**src/rtl/multu_unit.sv**
```systemverilog
// multu_unit: multi-cycle unsigned shift-add multiplier with HI/LO result
// registers. The multiply takes a fixed WIDTH cycles. While it runs, the unit
// stalls the core if HI/LO is read or another multiply is issued.
module multu_unit #(
   parameter int WIDTH = 32
) (
   input  logic             clk,
   input  logic             rst_n,
   input  logic             start,
   input  logic [WIDTH-1:0] a,
   input  logic [WIDTH-1:0] b,
   input  logic             hilo_rd,
   output logic             busy,
   output logic             done,
   output logic             stall,
   output logic [WIDTH-1:0] hi,
   output logic [WIDTH-1:0] lo
);

   localparam int CW = $clog2(WIDTH + 1);
   localparam logic [CW-1:0] CNT_INIT = CW'(WIDTH);
   localparam logic [CW-1:0] CNT_ONE  = CW'(1);

   typedef enum logic [1:0] {IDLE, RUN, DONE} state_t;

   state_t           state, state_nxt;
   logic [WIDTH-1:0] mcand;
   logic [WIDTH-1:0] acc;
   logic [WIDTH-1:0] mplier;
   logic [CW-1:0]    cnt;
   logic [WIDTH:0]   sum;
   logic             launch;
   logic             last_step;

   // One shift-add step: add the multiplicand when the multiplier LSB is set.
   // The carry lands in bit WIDTH and is shifted back into the acc MSB.
   always_comb begin
      sum       = {1'b0, acc} + (mplier[0] ? {1'b0, mcand} : '0);
      // A start seen in RUN is ignored; it is accepted in IDLE and DONE.
      launch    = start && (state != RUN);
      last_step = (state == RUN) && (cnt == CNT_ONE);
   end

   // State register.
   always_ff @(posedge clk or negedge rst_n) begin
      if (!rst_n) state <= IDLE;
      else        state <= state_nxt;
   end

   // Next-state logic; DONE with start relaunches for back-to-back issue.
   always_comb begin
      state_nxt = state;
      case (state)
         IDLE:    state_nxt = start ? RUN : IDLE;
         RUN:     state_nxt = (cnt == CNT_ONE) ? DONE : RUN;
         DONE:    state_nxt = start ? RUN : IDLE;
         default: state_nxt = IDLE;
      endcase
   end

   // Outputs decoded from the state; stall freezes decode while a product is pending.
   always_comb begin
      busy  = (state == RUN);
      done  = (state == DONE);
      stall = (state == RUN) && (hilo_rd || start);
   end

   // Operand latch and shift-add datapath; {acc,mplier} shifts right one bit per step.
   always_ff @(posedge clk or negedge rst_n) begin
      if (!rst_n) begin
         mcand  <= '0;
         acc    <= '0;
         mplier <= '0;
         cnt    <= '0;
      end else if (launch) begin
         mcand  <= a;
         acc    <= '0;
         mplier <= b;
         cnt    <= CNT_INIT;
      end else if (state == RUN) begin
         acc    <= sum[WIDTH:1];
         mplier <= {sum[0], mplier[WIDTH-1:1]};
         cnt    <= cnt - CNT_ONE;
      end
   end

   // HI/LO capture the result of the final step and hold otherwise.
   always_ff @(posedge clk or negedge rst_n) begin
      if (!rst_n) begin
         hi <= '0;
         lo <= '0;
      end else if (last_step) begin
         hi <= sum[WIDTH:1];
         lo <= {sum[0], mplier[WIDTH-1:1]};
      end
   end

endmodule
```
**config.mk**
```make
export PLATFORM = sky130hd
export DESIGN_NAME = multu_unit
export DESIGN_NICKNAME = d
export VERILOG_FILES = /design/src/rtl/multu_unit.sv
export SDC_FILE = /design/constraint.sdc
export NUM_CORES = 1
export LEC_CHECK = 0
export ABC_AREA = 1
export CAP_MARGIN = 20
export CORE_UTILIZATION = 40
export DETAILED_ROUTE_END_ITERATION = 16
export PLACE_DENSITY_LB_ADDON = 0.2
export SYNTH_ARGS = -nofsm -noshare
export SYNTH_HDL_FRONTEND = slang
export SYNTH_SLANG_ARGS = --single-unit
export TNS_END_PERCENT = 50
```
**constraint.sdc**
```tcl
create_clock -name clk -period 2.76 [get_ports clk]
set_input_delay 0.414 -clock clk [delete_from_list [all_inputs] [get_ports clk]]
set_output_delay 0.414 -clock clk [all_outputs]
set_load 0.01 [all_outputs]
```
==> metrics.yaml, run 1 <==
synth_area_sq_um: 9090
clk-insertion-delay-late_ns: 0.44
synthCells: 1229
hpwl_mm: 18.6
synth-seq-area-share_pct: 46.2
grtUsageTotal_pct: 22.7
hold_path_class: "register to register"
required_ns: 3.09
setup_viol: 0
clk_pin_slew_worst_paths_ns: 0.07
wl_per_cell_um: 15.3
final_area_sq_um: 11300
wl_mm: 25.2
firstDrtPassIters: 7
holdWs_ns: 0.472
clk_path_buf_depth: 2
hold_end: "mcand[13]"
power_leakage_nw: 6.11
rows: 54
antennaDiodeCount: 0
tightest_slew_ns: 0.669
numCtsBuffers: 17
setup_slack_ns: 0.358
synth_compound_area_share_pct: 8.08
hold_start: "mcand[13]"
fp.dieH_um: 153
layout-drive-gt1-share_pct: 4.97
synth_cell_types: 35
power_frac_seq_pct: 34.7
crit_type: "register to register"
fin_crit_ns: 2.40
fmax_mhz: 416
dieWidth_um: 153
power_density_nw_per_um2: 1070
synthXorXnorAreaFrac_pct: 1.35
cp-start-kind: "register"
top_layer_used: "met4"
synthSimpleGateAreaFrac_pct: 29.8
drtIter0Drc: 493
yosysWarnings: 0
vdd_drop_max_mv: 0.451
reg2reg_to: "acc[27]"
cts_sinks: 168
finalClockSkew_ns: 0.0133
power.total_w: 0.0122
vias: 7931
finalHoldViolations: 0
reg2reg_from: "mplier[0]"
wl_met2_mm: 11.2
portBuffers: 134
rsz0062_at_grt: "no"
met3WireLength_mm: 1.02
nets: 1459
critPathMaxFanout: 33
syn_nets: 1332
muxShareOfSynthArea_pct: 0
r2r_setup_slack_ns: 0.36
timing.setup.tns_ns: 0
power_frac_comb_pct: 45.9
top_level_ports: 135
grt_pass1_vias: 7853
maxSlewHeadroom_pct: 55.3
cts_hold_buf: 1
syn_to_final_growth_pct: 24.8
via_per_inst: 4.81
yosys.area_share.adder_pct: 4.90
min_path_cells: 2
die-area_sq_um: 23300
root_buffer: "clkbuf_16"
detail-route-antenna-nets: 0
pwr-share-clk_pct: 19.4
end_kind: "register"
power_switching_w: 0.00501
p_int_w: 0.00716
r2r_cells: 13
gp_congestion: 0.925
synth_seq_cells: 168
wl_met1_mm: 12.7
syn_avg_cell_area_sq_um: 7.40
min_period_over_period_pct: 87.0
core_sq_um: 22000
overflow: 0
synth_top_family_by_area: "simple AND/OR/NAND/NOR gates"
cts_tree: "yes"
status: "finished clean"
drv_slew: 0
place_ws_ns: 0.373
grt_max_degree: 83
cts_resized: 0
placed_area_sq_um: 10800
worstPathArrival_ns: 2.73
start_util_pct: 41.3
p_sw_share_pct: 41.1
antenna_found_initial: 1
htree_levels: 4
postCtsSetupBuffers: 0
grt_first_pass_wirelength_mm: 41.6
remaining_drc_errors: 0
cap_violations: 0
Yosys cell counts:
library cell,count,share of area [%]
a21o_1,1,0.083
a21oi_1,20,1.1
a21oi_2,1,0.096
a22o_1,1,0.096
a31oi_1,1,0.069
buf_2,16,0.88
buf_4,1,0.083
buf_6,2,0.25
clkbuf_1,21,0.87
dfrtp_1,168,46
fa_1,1,0.22
ha_1,34,4.7
inv_1,179,7.4
inv_2,3,0.12
inv_4,1,0.069
nand2_1,524,22
nand2_2,6,0.41
nand3_1,63,3.5
nand3_2,6,0.66
nand3b_1,4,0.33
nand4_1,3,0.21
nor2_1,50,2.1
nor2_2,4,0.28
nor2_4,2,0.25
nor3_1,6,0.33
o211ai_1,1,0.083
o21ai_0,33,1.8
o21ai_1,26,1.4
o21bai_1,3,0.25
o221ai_1,31,3.0
o22ai_1,1,0.069
or2_0,1,0.069
or2_1,1,0.069
xnor2_1,10,0.96
xor2_1,4,0.39
cell families (layout without fill, tap and decap cells):
group                    after synthesis  count (layout)
AND/OR/NAND/NOR                      670             670
buffers and inverters                223             363
flip-flops                           168             168
AO/OA/AOI/OAI                        119             119
adder cells (fa/ha/maj)               35              35
XOR/XNOR                              14              14
area by class of cell:
class / count / area, sq um
clock inverter: 13 / 129
clock buffer: 19 / 443
tap: 280 / 350
fill: 2236 / 10700
sequential: 168 / 4200
timing repair buffer: 148 / 1510
inverter: 183 / 691
multi-input combinational: 838 / 4010
placed cells by master (no fill, tap or decap), types with 2 or more instances in the layout:
cell type          n
inv_2              2
dfrtp_1          168
nor3_1             6
inv_1            179
buf_12             5
clkinv_2           2
nand3_2            6
nor2_2             3
nand4_1            3
buf_4              8
nor2_1            50
inv_6              4
o21ai_1           26
nand2_2            6
o21ai_0           33
a21oi_1           20
xnor2_1           10
clkdlybuf4s50_1  133
ha_1              34
nand3b_1           4
o21bai_1           3
nand2_1          524
xor2_1             4
nand3_1           63
inv_8              5
o221ai_1          31
clkbuf_16         17
nor2_4             3
state kept, by name, indices dropped and copies added (netlist names):
register	flops
acc	32
hi	32
lo	32
mcand	32
mplier	32
cnt	6
state	2
critical path, cell delays in order (launching register included):
cell	delay (ns)
dfrtp_1	0.40
buf_12	0.18
nand2_1	0.07
inv_1	0.04
ha_1	0.21
fa_1	0.46
nand3_1	0.12
nand3_1	0.12
nand3_1	0.12
nand3_2	0.12
nand2_1	0.16
nand3_1	0.12
nand3_1	0.11
nand2_1	0.06
how the worst max path moves through the flow:
| stage | from | endpoint | slack [ns] |
|---|---|---|---|
| floorplan | mplier[0] | acc[15] | 0.44 |
| global placement | mplier[0] | hi[15] | 0.42 |
| detailed placement | mplier[0] | acc[15] | 0.37 |
| CTS | mplier[0] | hi[15] | 0.37 |
| global route | mplier[0] | hi[23] | 0.15 |
| finish | mplier[0] | acc[27] | 0.36 |
power by group through the flow:
stage	Sequential, W	Clock, W	Combinational, W
final	0.00422	0.00236	0.00559
after global routing	0.00436	0.00250	0.00628
after CTS	0.00424	0.00239	0.00564
after floorplan	0.00431	0	0.00330
after detailed placement	0.00426	0	0.00562
after global placement	0.00427	0	0.00553
layer usage:
metal | global-route usage, % | vias up
li1 | - | 4066
met1 | 32.9 | 3708
met2 | 35.3 | 143
met3 | 3.75 | 14
met4 | 5.87 | 0
met5 | 0 | -
stage by stage:
stage / utilization [%] / cells
after CTS: 51.5 / 1649
after floorplan: - / 1229
after global placement: 48.9 / 1616
after global routing: 51.5 / 1649
final: 51.5 / 1649
after detailed placement: 48.9 / 1616
(Power assumes the default switching activity.)
==> run 2: changes to the inputs <==
==> constraint.sdc (replaced) <==
create_clock -name clk -period 2.76 [get_ports clk]
set_input_delay 0.414 -clock clk [delete_from_list [all_inputs] [get_ports clk]]
set_output_delay 0.414 -clock clk [all_outputs]
set_load 0.005 [all_outputs]
==> run 2 against run 1 <==
Core utilization grew 0.47 points. Clock power is 8.5% higher. Via count rose by 1.5%. Die area is the same. Global-route usage rose by 0.17 points. Clock skew grew 0.0020 ns. Critical path type is now register to output port.
==> metrics.yaml, run 2 (synthesis results as in run 1) <==
status: "finished clean"
antenna_found_initial: 2  # +1
cts_sinks: 168  # unchanged
detail-route-antenna-nets: 0  # unchanged
power_leakage_nw: 6.15  # +0.69%
power_density_nw_per_um2: 1070  # -0.63%
via_per_inst: 4.87  # +1.3%
remaining_drc_errors: 0  # unchanged
firstDrtPassIters: 8  # +1
critPathMaxFanout: 21  # -36%
fp.dieH_um: 153  # unchanged
syn_to_final_growth_pct: 25.9
cts_tree: "yes"
min_period_over_period_pct: 91.6  # +4.5 points
wl_mm: 25.3  # +0.29%
placed_area_sq_um: 10800  # +0.19%
tightest_slew_ns: 0.658  # -0.0117 ns
grtUsageTotal_pct: 22.9  # +0.17 points
start_util_pct: 41.3  # unchanged
grt_pass1_vias: 7914  # +0.78%
gp_congestion: 0.956  # +3.3%
drtIter0Drc: 659  # +34%
cap_violations: 0  # unchanged
finalHoldViolations: 0  # unchanged
final_area_sq_um: 11400  # +0.90%
fin_crit_ns: 2.53  # +0.125 ns
numCtsBuffers: 17  # unchanged
fillers: 2210  # -1.2%
hpwl_mm: 18.8  # +1.1%
portBuffers: 134  # unchanged
cts_resized: 0  # unchanged
overflow: 0  # unchanged
drv_slew: 0  # unchanged
grt_first_pass_wirelength_mm: 41.7  # +0.15%
timing.setup.tns_ns: 0  # unchanged
finalClockSkew_ns: 0.0153  # +0.00199 ns
die-area_sq_um: 23300  # unchanged
rows: 54  # unchanged
root_buffer: "clkbuf_16"
required_ns: 2.35  # -0.74 ns
wl_per_cell_um: 15.3  # +0.11%
grt_max_degree: 64  # -23%
top_level_ports: 135  # unchanged
maxSlewHeadroom_pct: 56.1  # +0.78 points
core_sq_um: 22000  # unchanged
vias: 8052  # +1.5%
dieWidth_um: 153  # unchanged
rsz0062_at_grt: "no"
fmax_mhz: 396  # -5.0%
cp-start-kind: "register"
hold_path_class: "register to register"
htree_levels: 4  # unchanged
vdd_drop_max_mv: 0.475  # +5.2%
final_cell_mix: "nand2_1 (524), inv_1 (179), dfrtp_1 (168), clkdlybuf4s50_1 (133), nand3_1 (63)"
r2r_setup_slack_ns: 0.34  # -0.02 ns
clk_path_buf_depth: 2  # unchanged
end_kind: "output port"
crit_type: "register to output port"
nets: 1460  # +0.069%
setup_viol: 0  # unchanged
holdWs_ns: 0.473  # +0.000795 ns
layout-drive-gt1-share_pct: 5.11  # +0.14 points
clk-insertion-delay-late_ns: 0.45  # about the same
final_common_cell: "nand2_1"
worstPathArrival_ns: 2.11  # -0.62 ns
clk_pin_slew_worst_paths_ns: 0.08  # about the same
## run 2: cell count changes in the layout (fill, tap and decap cells not counted), sizes merged
cell / previous run / this run
clkinv: 4 / 7
diode: 0 / 2
clkinvlp: 1 / 0
clkbuf: 19 / 17
buf: 14 / 15
## run 2: per-stage QoR
stage | power (W) | worst slack (ns) | utilization, % | cells
floorplan | 0.00744 | 0.437 | - | 1229
global placement | 0.00961 | 0.416 | 48.9 | 1617
detailed placement | 0.00970 | 0.356 | 48.9 | 1617
CTS | 0.0123 | 0.222 | 51.9 | 1650
global route | 0.0132 | 0.0871 | 52.0 | 1651
finish | 0.0122 | 0.233 | 52.0 | 1652
## run 2: worst paths after layout
path | startpoint | end | cells past startpoint
max | state[1] | busy | 4
min | mcand[13] | mcand[13] | 2
max reg2reg | mplier[0] | acc[15] | 14
min reg2reg | mcand[13] | mcand[13] | 2
max in group asynchronous | rst_n | acc[15] | 3
min in group asynchronous | rst_n | lo[18] | 2
## run 2: layer usage
layer	global-route usage (%)	routed length, um
met5	0	0
met4	6.69	330
met2	34.8	11200
met3	4.58	1400
met1	32.9	12400
## run 2: cell type report
class / count / area, sq um / area share [%]
Clock buffer: 17 / 425 / 3.72
Tap cell: 280 / 350 / 3.06
Clock inverter: 15 / 224 / 1.96
Inverter: 183 / 691 / 6.03
Antenna cell: 2 / 5.00 / 0.0437
Multi-Input combinational cell: 838 / 4010 / 35.1
Timing Repair Buffer: 149 / 1530 / 13.4
Sequential cell: 168 / 4200 / 36.7
## run 2: power by group
part	switching [W]	internal [W]	leakage, nW
clock	0.00128	0.00128	0.312
combinational	0.00308	0.00233	3.71
sequential	0.000628	0.00360	2.13
total	0.00499	0.00721	6.15
## run 2: critical path: stages, from the launching register on
cell             delay [ns]
dfrtp_1                0.36
inv_1                  0.08
nand2_2                0.30
inv_4                  0.35
clkdlybuf4s50_1        0.57
## run 2: what timing repair did
item	CTS	global route
hold buffers	1	0
hold endpoints to repair	26	0
setup buffers	0	0
